===== config.mk =====
export PLATFORM = sky130hd
export DESIGN_NAME = proc_ctrl_seq
export DESIGN_NICKNAME = d
export VERILOG_FILES = /design/src/rtl/proc_ctrl_seq_pkg.sv /design/src/rtl/proc_ctrl_seq_decode.sv /design/src/rtl/proc_ctrl_seq.sv
export SDC_FILE = /design/constraint.sdc
export NUM_CORES = 1
export LEC_CHECK = 0
export CAP_MARGIN = 0
export CELL_PAD_IN_SITES_DETAIL_PLACEMENT = 0
export CELL_PAD_IN_SITES_GLOBAL_PLACEMENT = 1
export CORE_UTILIZATION = 27
export CTS_CLUSTER_DIAMETER = 150
export CTS_CLUSTER_SIZE = 8
export DETAILED_ROUTE_END_ITERATION = 16
export HOLD_SLACK_MARGIN = 0.12
export PLACE_DENSITY = 0.83
export REMOVE_ABC_BUFFERS = 1
export SLEW_MARGIN = 0
export SYNTH_ARGS = -nofsm -noshare
export SYNTH_HDL_FRONTEND = slang
export SYNTH_SLANG_ARGS = --single-unit

===== constraint.sdc =====
create_clock -name CLK -period 1.8 [get_ports CLK]
set_input_delay 0.27 -clock CLK [delete_from_list [all_inputs] [get_ports CLK]]
set_output_delay 0.27 -clock CLK [all_outputs]
set_load 0.03 [all_outputs]

===== src/rtl/proc_ctrl_seq_pkg.sv =====
// Shared state codes, opcode/funct encodings, ALU codes and the decoded-control payload
// for the proc_ctrl_seq sequencer.
package proc_ctrl_seq_pkg;

  localparam int unsigned OP_W       = 6;
  localparam int unsigned ALU_CODE_W = 6;
  localparam int unsigned WAIT_W     = 8;

  typedef enum logic [2:0] {
    PROC_FETCH  = 3'd0,
    PROC_DECODE = 3'd1,
    PROC_EXE    = 3'd2,
    PROC_MEM    = 3'd3,
    PROC_WB     = 3'd4,
    PROC_HALT   = 3'd5,
    PROC_ERR    = 3'd6
  } state_t;

  // Opcodes (bits [DATA_WIDTH-1 -: 6])
  localparam logic [OP_W-1:0] OP_RTYPE = 6'h00;
  localparam logic [OP_W-1:0] OP_JMP   = 6'h02;
  localparam logic [OP_W-1:0] OP_JAL   = 6'h03;
  localparam logic [OP_W-1:0] OP_BEQ   = 6'h04;
  localparam logic [OP_W-1:0] OP_BNE   = 6'h05;
  localparam logic [OP_W-1:0] OP_ADDI  = 6'h08;
  localparam logic [OP_W-1:0] OP_SLTI  = 6'h0a;
  localparam logic [OP_W-1:0] OP_ANDI  = 6'h0c;
  localparam logic [OP_W-1:0] OP_ORI   = 6'h0d;
  localparam logic [OP_W-1:0] OP_LUI   = 6'h0f;
  localparam logic [OP_W-1:0] OP_PUSH  = 6'h1b;
  localparam logic [OP_W-1:0] OP_POP   = 6'h1c;
  localparam logic [OP_W-1:0] OP_MULI  = 6'h1d;
  localparam logic [OP_W-1:0] OP_LW    = 6'h23;
  localparam logic [OP_W-1:0] OP_SW    = 6'h2b;

  // R-type funct codes (bits [5:0])
  localparam logic [5:0] FN_SLL = 6'h01;
  localparam logic [5:0] FN_SRL = 6'h02;
  localparam logic [5:0] FN_JR  = 6'h08;
  localparam logic [5:0] FN_ADD = 6'h20;
  localparam logic [5:0] FN_SUB = 6'h22;
  localparam logic [5:0] FN_AND = 6'h24;
  localparam logic [5:0] FN_OR  = 6'h25;
  localparam logic [5:0] FN_NOR = 6'h27;
  localparam logic [5:0] FN_SLT = 6'h2a;
  localparam logic [5:0] FN_MUL = 6'h2c;

  // ALU operation codes
  localparam logic [ALU_CODE_W-1:0] ALU_NOP = 6'h00;
  localparam logic [ALU_CODE_W-1:0] ALU_ADD = 6'h01;
  localparam logic [ALU_CODE_W-1:0] ALU_SUB = 6'h02;
  localparam logic [ALU_CODE_W-1:0] ALU_MUL = 6'h03;
  localparam logic [ALU_CODE_W-1:0] ALU_SRL = 6'h04;
  localparam logic [ALU_CODE_W-1:0] ALU_SLL = 6'h05;
  localparam logic [ALU_CODE_W-1:0] ALU_AND = 6'h06;
  localparam logic [ALU_CODE_W-1:0] ALU_OR  = 6'h07;
  localparam logic [ALU_CODE_W-1:0] ALU_NOR = 6'h08;
  localparam logic [ALU_CODE_W-1:0] ALU_SLT = 6'h09;

  typedef enum logic [1:0] {
    BR_NONE = 2'd0,
    BR_JUMP = 2'd1,
    BR_BEQ  = 2'd2,
    BR_BNE  = 2'd3
  } br_kind_t;

  typedef struct packed {
    logic [ALU_CODE_W-1:0] alu_oprn;
    logic                  is_mem;
    logic                  mem_rd;
    logic                  rf_wr;
    br_kind_t              br_kind;
    logic                  illegal;
  } ctrl_dec_t;

  // Opcodes that need a MEM phase
  function automatic logic is_mem_op(input logic [OP_W-1:0] op);
    return (op == OP_LW) || (op == OP_SW) || (op == OP_PUSH) || (op == OP_POP);
  endfunction

endpackage


===== src/rtl/proc_ctrl_seq_decode.sv =====
// Combinational instruction decoder: opcode/funct -> ALU code, memory class,
// register write-back, branch kind and illegal flag.
module ctrl_decode
  import proc_ctrl_seq_pkg::*;
#(
  parameter int unsigned DATA_WIDTH = 32
) (
  input  logic [DATA_WIDTH-1:0] instruction,
  output ctrl_dec_t             dec
);

  logic [OP_W-1:0] opcode;
  logic [5:0]      funct;
  logic            unused_fields;

  assign opcode        = instruction[DATA_WIDTH-1 -: OP_W];
  assign funct         = instruction[5:0];
  assign unused_fields = ^instruction[DATA_WIDTH-OP_W-1:6];

  // Unknown encodings decode to a NOP with the illegal flag set
  always_comb begin
    dec        = '0;
    dec.is_mem = is_mem_op(opcode);
    case (opcode)
      OP_RTYPE: begin
        dec.rf_wr = 1'b1;
        case (funct)
          FN_ADD:  dec.alu_oprn = ALU_ADD;
          FN_SUB:  dec.alu_oprn = ALU_SUB;
          FN_MUL:  dec.alu_oprn = ALU_MUL;
          FN_SRL:  dec.alu_oprn = ALU_SRL;
          FN_SLL:  dec.alu_oprn = ALU_SLL;
          FN_AND:  dec.alu_oprn = ALU_AND;
          FN_OR:   dec.alu_oprn = ALU_OR;
          FN_NOR:  dec.alu_oprn = ALU_NOR;
          FN_SLT:  dec.alu_oprn = ALU_SLT;
          FN_JR: begin
            dec.rf_wr   = 1'b0;
            dec.br_kind = BR_JUMP;
          end
          default: begin
            dec.rf_wr   = 1'b0;
            dec.illegal = 1'b1;
          end
        endcase
      end
      OP_ADDI: begin dec.alu_oprn = ALU_ADD; dec.rf_wr = 1'b1; end
      OP_MULI: begin dec.alu_oprn = ALU_MUL; dec.rf_wr = 1'b1; end
      OP_ANDI: begin dec.alu_oprn = ALU_AND; dec.rf_wr = 1'b1; end
      OP_ORI:  begin dec.alu_oprn = ALU_OR;  dec.rf_wr = 1'b1; end
      OP_SLTI: begin dec.alu_oprn = ALU_SLT; dec.rf_wr = 1'b1; end
      OP_LUI:  dec.rf_wr = 1'b1;
      OP_BEQ:  begin dec.alu_oprn = ALU_SUB; dec.br_kind = BR_BEQ; end
      OP_BNE:  begin dec.alu_oprn = ALU_SUB; dec.br_kind = BR_BNE; end
      OP_LW:   begin dec.alu_oprn = ALU_ADD; dec.mem_rd = 1'b1; dec.rf_wr = 1'b1; end
      OP_SW:   dec.alu_oprn = ALU_ADD;
      OP_PUSH: dec.rf_wr = 1'b0;
      OP_POP:  begin dec.mem_rd = 1'b1; dec.rf_wr = 1'b1; end
      OP_JMP:  dec.br_kind = BR_JUMP;
      OP_JAL:  begin dec.br_kind = BR_JUMP; dec.rf_wr = 1'b1; end
      default: dec.illegal = 1'b1;
    endcase
  end

endmodule


===== src/rtl/proc_ctrl_seq.sv =====
// FETCH/DECODE/EXE/MEM/WB processor sequencer with memory-stall timeout and halt support.
// Optional performance counters are built only when CTRL_PERF_CNT_EN is defined.
module proc_ctrl_seq
  import proc_ctrl_seq_pkg::*;
#(
  parameter int unsigned DATA_WIDTH     = 32,
  parameter int unsigned ALU_OPRN_WIDTH = 6,
  parameter int unsigned MEM_WAIT_MAX   = 15,
  parameter int unsigned CNT_WIDTH      = 16
) (
  input  logic                      CLK,
  input  logic                      RST,
  input  logic [DATA_WIDTH-1:0]     INSTRUCTION,
  input  logic                      ZERO,
  input  logic                      MEM_READY,
  input  logic                      HALT_REQ,
  output logic [2:0]                STATE,
  output logic                      READ,
  output logic                      WRITE,
  output logic                      IR_LOAD,
  output logic                      RF_READ,
  output logic                      RF_WRITE,
  output logic [ALU_OPRN_WIDTH-1:0] ALU_OPRN,
  output logic                      PC_INC,
  output logic                      PC_LOAD,
  output logic                      ILLEGAL,
  output logic                      MEM_ERR,
  output logic [CNT_WIDTH-1:0]      INSTR_CNT,
  output logic [CNT_WIDTH-1:0]      STALL_CNT
);

  localparam logic [WAIT_W-1:0] WAIT_LAST = WAIT_W'(MEM_WAIT_MAX - 1);

  state_t            state_q, state_d;
  logic [WAIT_W-1:0] wait_q, wait_d;
  logic              mem_err_q, mem_err_d;
  logic              stall_c, retire_c, timeout_c, pc_load_c;
  ctrl_dec_t         dec;

  ctrl_decode #(.DATA_WIDTH(DATA_WIDTH)) u_decode (
    .instruction (INSTRUCTION),
    .dec         (dec)
  );

  assign timeout_c = (wait_q == WAIT_LAST);
  assign STATE     = state_q;
  assign MEM_ERR   = mem_err_q;

  always_ff @(posedge CLK or negedge RST) begin
    if (!RST) begin
      state_q   <= PROC_FETCH;
      wait_q    <= '0;
      mem_err_q <= 1'b0;
    end else begin
      state_q   <= state_d;
      wait_q    <= wait_d;
      mem_err_q <= mem_err_d;
    end
  end

  always_comb begin
    case (dec.br_kind)
      BR_JUMP: pc_load_c = 1'b1;
      BR_BEQ:  pc_load_c = ZERO;
      BR_BNE:  pc_load_c = ~ZERO;
      default: pc_load_c = 1'b0;
    endcase
  end

  // Next state and strobes; strobes are forced low combinationally while RST is asserted
  always_comb begin
    state_d   = PROC_FETCH;
    wait_d    = '0;
    mem_err_d = mem_err_q;
    stall_c   = 1'b0;
    retire_c  = 1'b0;
    READ      = 1'b0;
    WRITE     = 1'b0;
    IR_LOAD   = 1'b0;
    RF_READ   = 1'b0;
    RF_WRITE  = 1'b0;
    ALU_OPRN  = '0;
    PC_INC    = 1'b0;
    PC_LOAD   = 1'b0;
    ILLEGAL   = 1'b0;
    if (RST) begin
      case (state_q)
        PROC_FETCH: begin
          READ = 1'b1;
          if (MEM_READY) begin
            IR_LOAD = 1'b1;
            state_d = PROC_DECODE;
          end else begin
            stall_c = 1'b1;
            if (timeout_c) begin
              state_d   = PROC_ERR;
              mem_err_d = 1'b1;
            end else begin
              state_d = PROC_FETCH;
              wait_d  = wait_q + WAIT_W'(1);
            end
          end
        end
        PROC_DECODE: begin
          RF_READ = 1'b1;
          ILLEGAL = dec.illegal;
          state_d = PROC_EXE;
        end
        PROC_EXE: begin
          ALU_OPRN = ALU_OPRN_WIDTH'(dec.alu_oprn);
          state_d  = dec.is_mem ? PROC_MEM : PROC_WB;
        end
        PROC_MEM: begin
          READ  = dec.mem_rd;
          WRITE = ~dec.mem_rd;
          if (MEM_READY) begin
            state_d = PROC_WB;
          end else begin
            stall_c = 1'b1;
            if (timeout_c) begin
              state_d   = PROC_ERR;
              mem_err_d = 1'b1;
            end else begin
              state_d = PROC_MEM;
              wait_d  = wait_q + WAIT_W'(1);
            end
          end
        end
        PROC_WB: begin
          RF_WRITE = dec.rf_wr;
          PC_LOAD  = pc_load_c;
          PC_INC   = ~pc_load_c;
          retire_c = 1'b1;
          state_d  = HALT_REQ ? PROC_HALT : PROC_FETCH;
        end
        PROC_HALT: state_d = HALT_REQ ? PROC_HALT : PROC_FETCH;
        PROC_ERR:  state_d = PROC_ERR;
        default:   state_d = PROC_FETCH;
      endcase
    end
  end

`ifdef CTRL_PERF_CNT_EN
  logic [CNT_WIDTH-1:0] instr_cnt_q, stall_cnt_q;

  // Free-running, wrapping retirement and stall counters
  always_ff @(posedge CLK or negedge RST) begin
    if (!RST) begin
      instr_cnt_q <= '0;
      stall_cnt_q <= '0;
    end else begin
      if (retire_c) instr_cnt_q <= instr_cnt_q + CNT_WIDTH'(1);
      if (stall_c)  stall_cnt_q <= stall_cnt_q + CNT_WIDTH'(1);
    end
  end

  assign INSTR_CNT = instr_cnt_q;
  assign STALL_CNT = stall_cnt_q;
`else
  logic unused_perf;
  assign unused_perf = retire_c | stall_c;
  assign INSTR_CNT   = '0;
  assign STALL_CNT   = '0;
`endif

endmodule


# [Yosys cells after proc, flatten, opt, wreduce, memory -nomap -nowiden]
# Cells that the tools add are included.
[op_classes] n_eq_ne=34 n_reduce_logical=16 n_mux=41 n_addsub=1 bitwise_logic=4
[op_table] cell="6-bit equality test (second input constant)" count=9
[op_table] cell="6-bit case mux with 7 select lines" count=1
[op_table] cell="6-bit by 4-bit equality test with 1-bit output (second input constant)" count=6
[op_table] cell="4-bit case mux with 9 select lines" count=1
[op_table] cell="8-bit two-way mux" count=4
[op_table] cell="3-bit two-way mux" count=7
[op_table] cell="1-bit two-way mux" count=20
[op_table] cell="6-bit by 2-bit equality test with 1-bit output (second input constant)" count=3
[op_table] cell="6-bit by 5-bit equality test with 1-bit output (second input constant)" count=3
[op_table] cell="3-bit case mux with 6 select lines" count=1
[op_table] cell="9-bit OR reduction" count=2
[op_table] cell="14-bit OR reduction" count=1
[op_table] cell="6-bit by 3-bit equality test with 1-bit output (second input constant)" count=2
[op_table] cell="6-bit two-way mux" count=2
[op_table] cell="10-bit OR reduction" count=1
[op_table] cell="2-bit OR reduction" count=5
[op_table] cell="3-bit equality test (second input constant)" count=3
[op_table] cell="8-bit by 1-bit adder with 8-bit output (second input constant)" count=1
[op_table] cell="8-bit by 4-bit equality test with 1-bit output (second input constant)" count=1
[op_table] cell="2-bit case mux with 4 select lines" count=1
[op_table] cell="3-bit by 2-bit equality test with 1-bit output (second input constant)" count=2
[op_table] cell="6-bit by 1-bit equality test with 1-bit output (second input constant)" count=1
[op_table] cell="6-bit zero test" count=1
[op_table] cell="1-bit case mux with 2 select lines" count=3
[op_table] cell="other kinds (9)" count=15
[totals] out_inout_bits=50 inputBits=37 regBits=12

# [Logic depth before layout (Yosys ltp)]
[depth] ltp_word=8 mapped_depth=6 depth_no_buf=5

# [Cells and area by module]
# A second synthesis with hierarchy kept.
[hier_totals] hier_cells=226 hier_area_um2=1660.3
[by_module_without_submodules] module="proc_ctrl_seq" cells_per_inst=132 area_each_um2=1082.3 seq_area_each_um2=300.3 n_inst=1
[by_module_without_submodules] module="ctrl_decode" cells_per_inst=94 area_each_um2=578.1 seq_area_each_um2=0.0 n_inst=1

# [Least setup slack after synthesis]
# No wires, ideal clock.
[synth_timing] path_kind="flip-flop to output port" from="register state_q[2] (netlist: STATE[2])" to="output port ILLEGAL" stages_incl_launch_ff=4 arrival_ns=2.142 required_ns=1.530 path_slack_ns=-0.612 path_buffers=0 cell_sequence="dfrtp_1 -> nand2b_1 -> nor3b_1 -> a21boi_1"
[synth_via] elab_chain_cells=3
[synth_rtl] item="start, declared" line="proc_ctrl_seq.sv:34" rtl="state_t state_q, state_d;"
[synth_rtl] item="start signal, assigned" line="proc_ctrl_seq.sv:55" rtl="state_q <= state_d;"
[synth_rtl] item="3-bit by 1-bit equality test with 1-bit output" line="proc_ctrl_seq.sv:87" rtl="case (state_q)"
[synth_rtl] item="1-bit two-way mux" line="proc_ctrl_seq.sv:87"
[synth_rtl] item="1-bit two-way mux" line="proc_ctrl_seq.sv:86" rtl="if (RST) begin"
[synth_rtl] item="end, declared" line="proc_ctrl_seq.sv:26" rtl="output logic ILLEGAL,"
# No other way between the ends.

# [Worst setup path in the final report]
[layout_timing] from="input port INSTRUCTION[28]" to="output port ILLEGAL"
[layout_via] elab_chain_cells=5 elab_cells_between_ends=19 classes_between="eq/ne: 14; mux: 3; reduce/logical: 2"
[layout_rtl] item="start, declared" line="proc_ctrl_seq.sv:13" rtl="input logic [DATA_WIDTH-1:0] INSTRUCTION,"
[layout_rtl] item="6-bit by 3-bit equality test with 1-bit output, or another cell as far along" line="proc_ctrl_seq_decode.sv:24" rtl="case (opcode)"
[layout_rtl] item="14-bit OR reduction (no source line)"
[layout_rtl] item="1-bit case mux with 2 select lines *" line="proc_ctrl_seq_decode.sv:24"
[layout_rtl] item="1-bit two-way mux *" line="proc_ctrl_seq.sv:87"
[layout_rtl] item="1-bit two-way mux *" line="proc_ctrl_seq.sv:86"
# Every way passes the cells marked *; elsewhere a longest branch is shown, timed or not.

==> results.md <==
- Fraction of synthesized area in multiplexers: 0.00714
- Xor/xnor cell area share of the yosys netlist: 0.0389
- 1st-iter DRT viols: 40
- EDFF count, synth: 0
- Largest family of logic cells by synthesized area: simple AND/OR/NAND/NOR gates
- Drt drc: 0
- Cts bufs inserted: 3
- FF-to-FF End: STATE[0]
- Buffer depth of the longest clock path: 2
- GR Overflow Total: 0
- Worst Path Required: 1.53 ns
- Tcrit/Tclk final: 1.10
- Final hold vios: 0
- PD cells: 531 nW/um^2
- Rows: 27
- RSZ-0062 raised after global routing: true
- Antenna diodes: 0
- Sequential share of the synthesized area: 0.190
- Synth Area in Simple Gates: 0.325
- Post-synthesis adder-cell area fraction: 0.0159
- Worst Setup Start Kind: input port
- Avg Cell Area, Syn: 7.69 um^2
- Top post-synthesis cells by area: dfrtp_1, buf_4, nor2_1
- Worst Setup End Kind: output pin
- Area of the mapped netlist: 1580 um^2
- Post-synth top area share: 0.190
- Outcome: complete, but fails checks
- Maxcap violations: 0
- Register clock-pin slew on the reported worst setup and hold paths: 0.06 ns
- Top cell type by total area after synthesis: dfrtp_1
- Type of the worst min-delay path: input port to asynchronous set/reset pin
- Cells after synthesis: 205
- Die X-Extent: 78.4 um
- Nets: 332
- P_leak: 1.14 nW
- First-pass GRT wire length: 7.13 mm
- Max Clock Skew: 0.00619 ns
- Synth async-reset ratio: 1.00
- DP Area: 2100 um^2
- Initial Util: 0.283
- Clk root buf: clkbuf_8
- Final core utilization: 0.458
- Design area: 2550 um^2
- I/O pins: 87
- Ys Warns: 0
- Core area: 5570 um^2
- Worst skew pair latency: 0.25 ns
- Max VDD drop: 0.000524 V
- Most common cell after layout, fill and taps aside: buf_4
- Crit-path max FO: 6
- WL/cell: 12.7 um
- Die height: 78.4 um
- Worst setup margin: -0.189 ns
- Vias in the first global route: 1510
- Critical Path AT: 1.72 ns
- Critical path class: input port to output pin
- Via count: 1695
- DRT Wirelength: 4.63 mm
- H-tree Lvls: 1
- Hpwl dp: 3.15 mm
- Worst R2R Path Depth: 5
- Post-route ant nets: 0
- RD Place Congestion: 0.874
- Initial antenna violation count: 0
- Clock Sinks: 12
- 1st-pass router iterations: 4
- Endpoints failing setup: 6
- Share of layout cells above drive strength 1: 0.445
- Failing checks: setup timing
- Period minus WS final: 1.99 ns
- Die ar.: 6150 um^2
- Netlist cell types: 59
- GRT Overall Usage: 0.146
- Most frequent cells in the layout: buf_4, conb_1, buf_6
- Max Transition Viols Final: 0
- CTS tree: built
- Yosys reg bits: 12
- Synth Area in Compound Gates: 0.206
- P&R area growth vs syn: 62.0%
- Worst r2r src: wait_q[2]
- Largest net degree at the start of global routing: 16
- Synth Flop Type: dfrtp_1
- Port bufs: 32
- Vias per inst: 4.66
- R2R setup slack: 0.28 ns
- Max Freq: 503 MHz
worst max-delay path by stage:
stage,startpoint,to,slack (ns),cells after the start
after global placement,INSTRUCTION[28],PC_INC,-0.72,7
final,INSTRUCTION[28],ILLEGAL,-0.19,8
after global routing,INSTRUCTION[28],ALU_OPRN[2],-0.23,9
after CTS,INSTRUCTION[5],RF_WRITE,-0.22,10
after detailed placement,INSTRUCTION[28],PC_INC,-0.73,7
after floorplan,STATE[2],ILLEGAL,-0.73,3
worst max-delay path, stage by stage:
cell and delay (ns):
buf_6 0.10, buf_6 0.12, buf_4 0.13, nor4_4 0.17
and2_4 0.20, or3b_4 0.38, a21boi_2 0.19, buf_6 0.15
power by group:
| group | internal (mW) | total, mW | switching (mW) |
|---|---|---|---|
| logic | 0.319 | 0.754 | 0.435 |
| clock network | 0.193 | 0.298 | 0.104 |
| registers | 0.289 | 0.304 | 0.0154 |
sequential cells by signal (all words and copies together), names as in the netlist:
signal / cells
wait_q: 8
STATE: 3
MEM_ERR: 1
cell families after synthesis:
logic type	Yosys count
buffers and inverters	50
adders and majority gates	2
other	1
muxes	1
and+or+nand+nor	87
DFF	12
AOI/OAI and AO/OA	45
xor gates and xnor gates	7
per-stage QoR:
| stage | power (mW) | worst slack (ns) | setup TNS (ns) | cells | hold slack (ns) |
|---|---|---|---|---|---|
| after floorplan | 0.660 | -0.730 | -1.69 | 193 | -0.0256 |
| after global placement | 0.950 | -0.721 | -6.52 | 342 | 0.468 |
| after detailed placement | 0.951 | -0.733 | -6.69 | 342 | 0.473 |
| after CTS | 1.32 | -0.221 | -0.968 | 361 | 0.181 |
| after global routing | 1.44 | -0.233 | -1.29 | 364 | 0.260 |
| final | 1.36 | -0.189 | -0.817 | 364 | 0.239 |
routing by layer:
metal,vias to the layer above,global-route usage,part of all wire
met3,9,0.00814,0.037
li1,839,-,-
met2,56,0.248,0.51
met1,791,0.191,0.44
met5,-,0,0
met4,0,0.0630,0.019
layout make-up:
class / instances / area, um^2
timing repair buffer: 95 / 801
inverter: 5 / 18.8
tap: 72 / 90.1
sequential: 12 / 300
fill: 532 / 3020
clock buffer: 4 / 55.1
multi-input combinational: 176 / 1290
repair_timing:
item                       in CTS  in global routing
pin swaps                      27                 18
resized for setup              94                 29
setup buffers                  16                  5
setup endpoints to repair      13                 11
hold buffers                    0                  0
synth_stat cells (3+ instances only):
cell        n
o2bb2ai_1   3
nand2b_1    4
nor3_1      9
buf_4      36
inv_1       5
o21ai_1     3
o32ai_1     3
buf_2       7
nor2b_1     5
o21ai_0     4
nor2_1     20
dfrtp_1    12
nand2_1    14
xor2_1      5
nand4_1     4
nand3_1     7
nor3b_1     5
a21oi_1    10
Power figures use the tool's default switching activity.
